<file path="src/rtl/sr_cmd_sequencer.sv">
// sr_cmd_sequencer
// Sequences set/clear commands onto a downstream SR flip-flop: drives s or r
// for HOLD_CYCLES cycles, then watches the flip-flop feedback until it
// matches the command (done pulse) or TIMEOUT check cycles elapse (err pulse).
// Every output is a flop, decoded from the next-state values so it lines up
// with the state it describes in the same cycle.
//
// Legal parameter ranges: HOLD_CYCLES 1..15, TIMEOUT 1..255.

module sr_cmd_sequencer #(
    parameter int unsigned HOLD_CYCLES = 2,
    parameter int unsigned TIMEOUT     = 8
) (
    input  logic       clk,
    input  logic       rst,        // asynchronous, active-low
    input  logic       cmd_valid,
    input  logic       cmd,        // 1 = set, 0 = clear
    output logic       cmd_ready,
    input  logic       fb,         // feedback from the downstream flip-flop
    output logic       s,
    output logic       r,
    output logic       busy,
    output logic       done,
    output logic       err,
    output logic [7:0] err_cnt
);

    // ------------------------------------------------------------------
    // Types and constants
    // ------------------------------------------------------------------
    typedef enum logic [1:0] {
        ST_IDLE  = 2'd0,
        ST_DRIVE = 2'd1,
        ST_CHECK = 2'd2
    } state_e;

    // Hold counter counts down from HOLD_CYCLES-1 to 0 inclusive, so the
    // drive phase lasts exactly HOLD_CYCLES cycles.
    localparam logic [3:0] HOLD_LOAD    = 4'(HOLD_CYCLES - 1);
    // Timeout counter holds the number of CHECK cycles already spent; the
    // TIMEOUT-th unmatched sample is the one taken when it equals TIMEOUT-1.
    localparam logic [7:0] TIMEOUT_LAST = 8'(TIMEOUT - 1);
    localparam logic [7:0] ERR_CNT_MAX  = 8'hFF;

    // ------------------------------------------------------------------
    // State and registered outputs
    // ------------------------------------------------------------------
    state_e     state_q,     state_d;
    logic       cmd_q,       cmd_d;
    logic [3:0] hold_q,      hold_d;
    logic [7:0] tcnt_q,      tcnt_d;
    logic [7:0] err_cnt_q,   err_cnt_d;
    logic       s_q,         s_d;
    logic       r_q,         r_d;
    logic       busy_q,      busy_d;
    logic       cmd_ready_q, cmd_ready_d;
    logic       done_q,      done_d;
    logic       err_q,       err_d;

    logic       handshake;
    logic       fb_match;
    logic       hold_expired;
    logic       timed_out;

    // ------------------------------------------------------------------
    // Condition decode shared by the next-state logic
    // ------------------------------------------------------------------
    // cmd_ready_q is low during reset and for the first cycle after release,
    // so a held cmd_valid is not taken until the block has settled in IDLE.
    assign handshake    = cmd_valid && cmd_ready_q;
    assign fb_match     = (fb == cmd_q);
    assign hold_expired = (hold_q == 4'd0);
    assign timed_out    = (tcnt_q == TIMEOUT_LAST);

    // Next-state, counter and pulse logic for the IDLE/DRIVE/CHECK sequencer
    always_comb begin
        // NOTE: every variable gets a default before the case statement so
        // no path leaves one unassigned, which would infer a latch.
        state_d   = state_q;
        cmd_d     = cmd_q;
        hold_d    = hold_q;
        tcnt_d    = tcnt_q;
        err_cnt_d = err_cnt_q;
        done_d    = 1'b0;
        err_d     = 1'b0;

        unique case (state_q)
            ST_IDLE: begin
                if (handshake) begin
                    cmd_d   = cmd;
                    hold_d  = HOLD_LOAD;
                    state_d = ST_DRIVE;
                end
            end

            ST_DRIVE: begin
                // The drive phase always runs to completion, even when the
                // feedback already matches the command.
                if (hold_expired) begin
                    tcnt_d  = 8'd0;
                    state_d = ST_CHECK;
                end else begin
                    hold_d  = hold_q - 4'd1;
                end
            end

            ST_CHECK: begin
                // A match on the final permitted sample still wins over the
                // timeout, so done and err can never fire together.
                if (fb_match) begin
                    done_d  = 1'b1;
                    state_d = ST_IDLE;
                end else if (timed_out) begin
                    err_d   = 1'b1;
                    state_d = ST_IDLE;
                    if (err_cnt_q != ERR_CNT_MAX) begin
                        err_cnt_d = err_cnt_q + 8'd1;
                    end
                end else begin
                    tcnt_d  = tcnt_q + 8'd1;
                end
            end

            default: begin
                state_d = ST_IDLE;
            end
        endcase
    end

    // Output decode from the next state, so the registered outputs always
    // describe the state the FSM is in during the same cycle
    always_comb begin
        s_d         = (state_d == ST_DRIVE) &&  cmd_d;
        r_d         = (state_d == ST_DRIVE) && !cmd_d;
        busy_d      = (state_d != ST_IDLE);
        cmd_ready_d = (state_d == ST_IDLE);
    end

    // State register and counters; reset aborts any command in flight
    always_ff @(posedge clk or negedge rst) begin
        if (!rst) begin
            state_q   <= ST_IDLE;
            cmd_q     <= 1'b0;
            hold_q    <= 4'd0;
            tcnt_q    <= 8'd0;
            err_cnt_q <= 8'd0;
        end else begin
            // NOTE: sequential state uses non-blocking assignments so every
            // flop samples the pre-edge values, independent of statement order.
            state_q   <= state_d;
            cmd_q     <= cmd_d;
            hold_q    <= hold_d;
            tcnt_q    <= tcnt_d;
            err_cnt_q <= err_cnt_d;
        end
    end

    // Registered outputs; all drop to their inactive level immediately on reset
    always_ff @(posedge clk or negedge rst) begin
        if (!rst) begin
            s_q         <= 1'b0;
            r_q         <= 1'b0;
            busy_q      <= 1'b0;
            cmd_ready_q <= 1'b0;
            done_q      <= 1'b0;
            err_q       <= 1'b0;
        end else begin
            s_q         <= s_d;
            r_q         <= r_d;
            busy_q      <= busy_d;
            cmd_ready_q <= cmd_ready_d;
            done_q      <= done_d;
            err_q       <= err_d;
        end
    end

    // ------------------------------------------------------------------
    // Port mapping
    // ------------------------------------------------------------------
    assign s         = s_q;
    assign r         = r_q;
    assign busy      = busy_q;
    assign cmd_ready = cmd_ready_q;
    assign done      = done_q;
    assign err       = err_q;
    assign err_cnt   = err_cnt_q;

    // ------------------------------------------------------------------
    // Invariants of the drive and completion outputs
    // ------------------------------------------------------------------
    // The downstream SR flip-flop must never see set and reset together.
    a_sr_exclusive: assert property (@(posedge clk) !(s_q && r_q));

    // A command completes one way only.
    a_done_err_exclusive: assert property (@(posedge clk) disable iff (!rst)
        !(done_q && err_q));

    // Completion pulses last a single cycle.
    a_done_single: assert property (@(posedge clk) disable iff (!rst)
        done_q |=> !done_q);
    a_err_single: assert property (@(posedge clk) disable iff (!rst)
        err_q |=> !err_q);

endmodule
</file>
<file path="config.mk">
export PLATFORM = sky130hd
export DESIGN_NAME = sr_cmd_sequencer
export DESIGN_NICKNAME = d
export VERILOG_FILES = /design/src/rtl/sr_cmd_sequencer.sv
export SDC_FILE = /design/constraint.sdc
export NUM_CORES = 1
export LEC_CHECK = 0
export CAP_MARGIN = 20
export CORE_MARGIN = 10
export CORE_UTILIZATION = 56
export DETAILED_ROUTE_END_ITERATION = 10
export GPL_ROUTABILITY_DRIVEN = 0
export PLACE_DENSITY = 0.87
export SLEW_MARGIN = 20
export SYNTH_ARGS = -nofsm -noshare
export SYNTH_HDL_FRONTEND = slang
export SYNTH_SLANG_ARGS = --single-unit
</file>
<file path="constraint.sdc">
create_clock -name clk -period 4.91 [get_ports clk]
set_clock_uncertainty 0.05 [all_clocks]
set_input_delay 0.7365 -clock clk [delete_from_list [all_inputs] [get_ports clk]]
set_output_delay 0.7365 -clock clk [all_outputs]
set_load 0.01 [all_outputs]
</file>
==> summary.txt <==
Yosys
  • Netlist cell types: 32
  • Commonest cells post-synth: dfrtp_1, nand3_1, nor2_1
  • Post-Syn Instances: 124
  • Largest family of logic cells by synthesized area: simple AND/OR/NAND/NOR gates
  • Seq/Total Area, Yosys: 53.9%
  • Largest area contributor in the netlist: dfrtp_1
  • Yosys warns: 0
  • Top post-synthesis cells by area: dfrtp_1, xor2_1, nand3_1, ha_1, nor2_1
  • Post-Synth Adder-Cell Area: 3.72%
  • Count leader, synth: dfrtp_1
  • Synth async-reset ratio: 100%
  • Synth Flop Type: dfrtp_1
  • Mux cell area share after synthesis: ~3.3%
  • Yosys reg bits: 29
  • Syn_area_per_cell: 10.9 um^2
  • Post-synthesis compound-gate area fraction: 5.95%
  • Mapped Nets: 133
  • Post-synthesis xor/xnor area fraction: 7.16%
  • Post-synth top area share: 53.9%
  • Post-synthesis simple-gate area fraction: 24.0%
  • Post-synth EDFFs: 0
  • Netlist Area Pre-Place: 0.00135 mm^2

Global route
  • Vias in the first global route: 1,003
  • First-pass GRT wire length: roughly 4500 um
  • Largest net degree at the start of global routing: 30
  • Total GRT Usage: ~11%
  • Antenna violations before repair: 0
  • Grt ovf: 0

Drt
  • Total number of vias: 1,003
  • Detailed Routing Iterations Pass 1: 4
  • Initial DRC count: 45
  • Drt wl/cell: 14.7 um
  • Final WL: ~2600 um
  • Post-DRT Antenna Nets: 0
  • DRC: 0
  • Via density: 5.63

Floorplan
  • Die Ht: 69.0 um
  • Die footprint: 0.00477 mm^2
  • Core area: between 0.002 and 0.0025 mm^2
  • Ports: 19
  • Initial Util: 59.7%
  • Cell Rows: 17
  • Die X: 69.0 um

Placement
  • # port buffers: 18
  • Cell Count Post-Placement: 170
  • Post-DP HPWL: 2000 um
  • Placed standard-cell area: roughly 0.0016 mm^2

STA
  • Hold slack: 477 ps
  • Peak Freq: 0.379 GHz
  • Hold Vio Cnt, Final: 0
  • Setup TNS: 0 ps
  • Crit share post-route: 53.7%
  • Relative slew slack: 52.3%
  • Final setup fails: 0
  • RSZ-0062 raised after global routing: no
  • Actual slew at the worst max-slew pin: 713 ps
  • Post-layout minimum cycle time: between 2000 and 3000 ps
  • Fin. max-slew vios: 0

Pwr
  • Pwr/cell area: about 450 mW/mm^2
  • Pint: 462 uW
  • P_leak: 0.000727 uW
  • Net Sw Power: 261 uW
  • Switch share: 36.1%
  • VDD IR max: 0.307 mV
  • Clock share of power: 18.8%
  • Reg power frac: 47.5%
  • Combinational Power Share: 33.7%

Layout
  • Ant diodes: 0
  • Syn-to-layout area delta: 20.0%
  • Final std cells w/o fill: 178
  • Final non-filler cell area: around 0.0016 mm^2
  • Fin util: 71.6%
  • Final net count: around 160
  • Share of cells above drive strength 1: 10.7%
  • FILL cells: ~160

Setup path
  • Req. time, crit path: around 5000 ps
  • Critical Path AT: 2800 ps
  • CP Max Fanout: 6
  • Kind of end point of the critical path: flop
  • Startpoint class of the critical path: input pin
  • R2R setup slack: 2310 ps
  • Setup Crit Path Kind: input pin to flop

Clock network
  • Clk pin slew, worst setup/hold paths: 80 ps
  • CTS H-tree lvls: 2
  • Setup Buffers After CTS: 0
  • Clk_lat worst skew: 330 ps
  • Total CTS buffers: 5
  • # hold bufs at CTS: 0
  • CTS resizes: 0
  • Total clock sinks: 29
  • Root Driver: clkbuf_4
  • Clock Path Buffers: 2
  • CTS tree: yes

Outcome
  • Outcome: complete, no violations

Flow run
  • Max-Cap Viols: 0

Min path
  • Hold Crit Class: flop to flop
==> power by group through the flow <==
stage / clock, uW / sequential, uW / combinational, uW
after CTS: 138 / 343 / 248
after global placement: 0 / 346 / 233
final: 136 / 344 / 243
after detailed placement: 0 / 348 / 247
after floorplan: 0 / 347 / 151
after global routing: 152 / 349 / 280
==> state kept, by name, summed over array words and instances, names as in the netlist <==
name / count
s: 1
hold_q: 4
tcnt_q: 8
err: 1
r: 1
state_q: 2
cmd_ready: 1
cmd_q: 1
err_cnt: 8
busy: 1
done: 1
==> worst max-delay path: stages <==
cell	delay, ps
clkdlybuf4s50_1	480
xor2_1	340
or4b_1	640
nor2_2	240
mux2_1	350
==> per-layer routing <==
metal	vias up	GRT usage, %	part of all wire [%]
met2	26	17.6	47
met3	11	5.14	7.1
met4	0	6.65	2.6
met5	-	0	0
li1	492	-	-
met1	474	12.0	43
==> worst paths after layout <==
kind | from | end | cells past startpoint
setup / recovery | fb | err_cnt[1] | 5
hold / removal | err_cnt[5] | err_cnt[5] | 1
setup reg to reg | tcnt_q[0] | err_cnt[1] | 5
hold reg to reg | err_cnt[5] | err_cnt[5] | 1
max in group asynchronous | rst | err_cnt[1] | 2
min in group asynchronous | rst | err_cnt[6] | 2
==> cells in the final DEF (no fill, tap or decap) <==
cell             instances
nand2_1                  5
clkbuf_1                 1
nor4b_2                  1
or3_1                    2
inv_1                    5
a31oi_1                  2
a21oi_1                  5
mux2_2                   2
buf_4                    1
o21ai_0                  2
inv_2                    1
or3b_1                   1
xor2_1                  11
mux2i_1                  1
ha_1                     4
nor2b_1                  3
and2_1                   1
nor2_2                   1
mux2_1                   1
clkbuf_4                 5
clkinv_2                 2
dfrtp_1                 29
nand4_1                  4
o31ai_1                  1
nor4_2                   2
or3b_2                   1
nand2b_1                 1
clkdlybuf4s50_1         18
nor3_1                   2
and4_1                   2
o21ai_1                  2
or4b_1                   2
and3_1                   3
o211ai_1                 2
nor2_1                  12
nand3_1                 12
==> final cells by class <==
type	instances	area (um^2)	area share (%)
Sequential cell	29	726	44.9
Multi-Input combinational cell	88	593	36.7
Timing Repair Buffer	19	188	11.6
Clock buffer	6	41.3	2.56
Tap cell	28	35.0	2.17
Inverter	6	22.5	1.39
Clock inverter	2	10.0	0.620
==> stage by stage <==
step	total power (uW)	setup slack, ps
final	723	2270
after global routing	782	2170
after CTS	730	2270
after detailed placement	595	1940
after global placement	579	2000
after floorplan	498	2570
==> cells by family (layout without fill, tap and decap cells) <==
kind of cell               count (synthesis)  in the layout
AOI/OAI and AO/OA                         14             14
xor gates and xnor gates                  11             11
adders and majority gates                  4              4
buffers and inverters                      7             33
DFF                                       29             29
muxes                                      4              4
and+or+nand+nor                           55             55
Power figures use the tool's default switching activity.
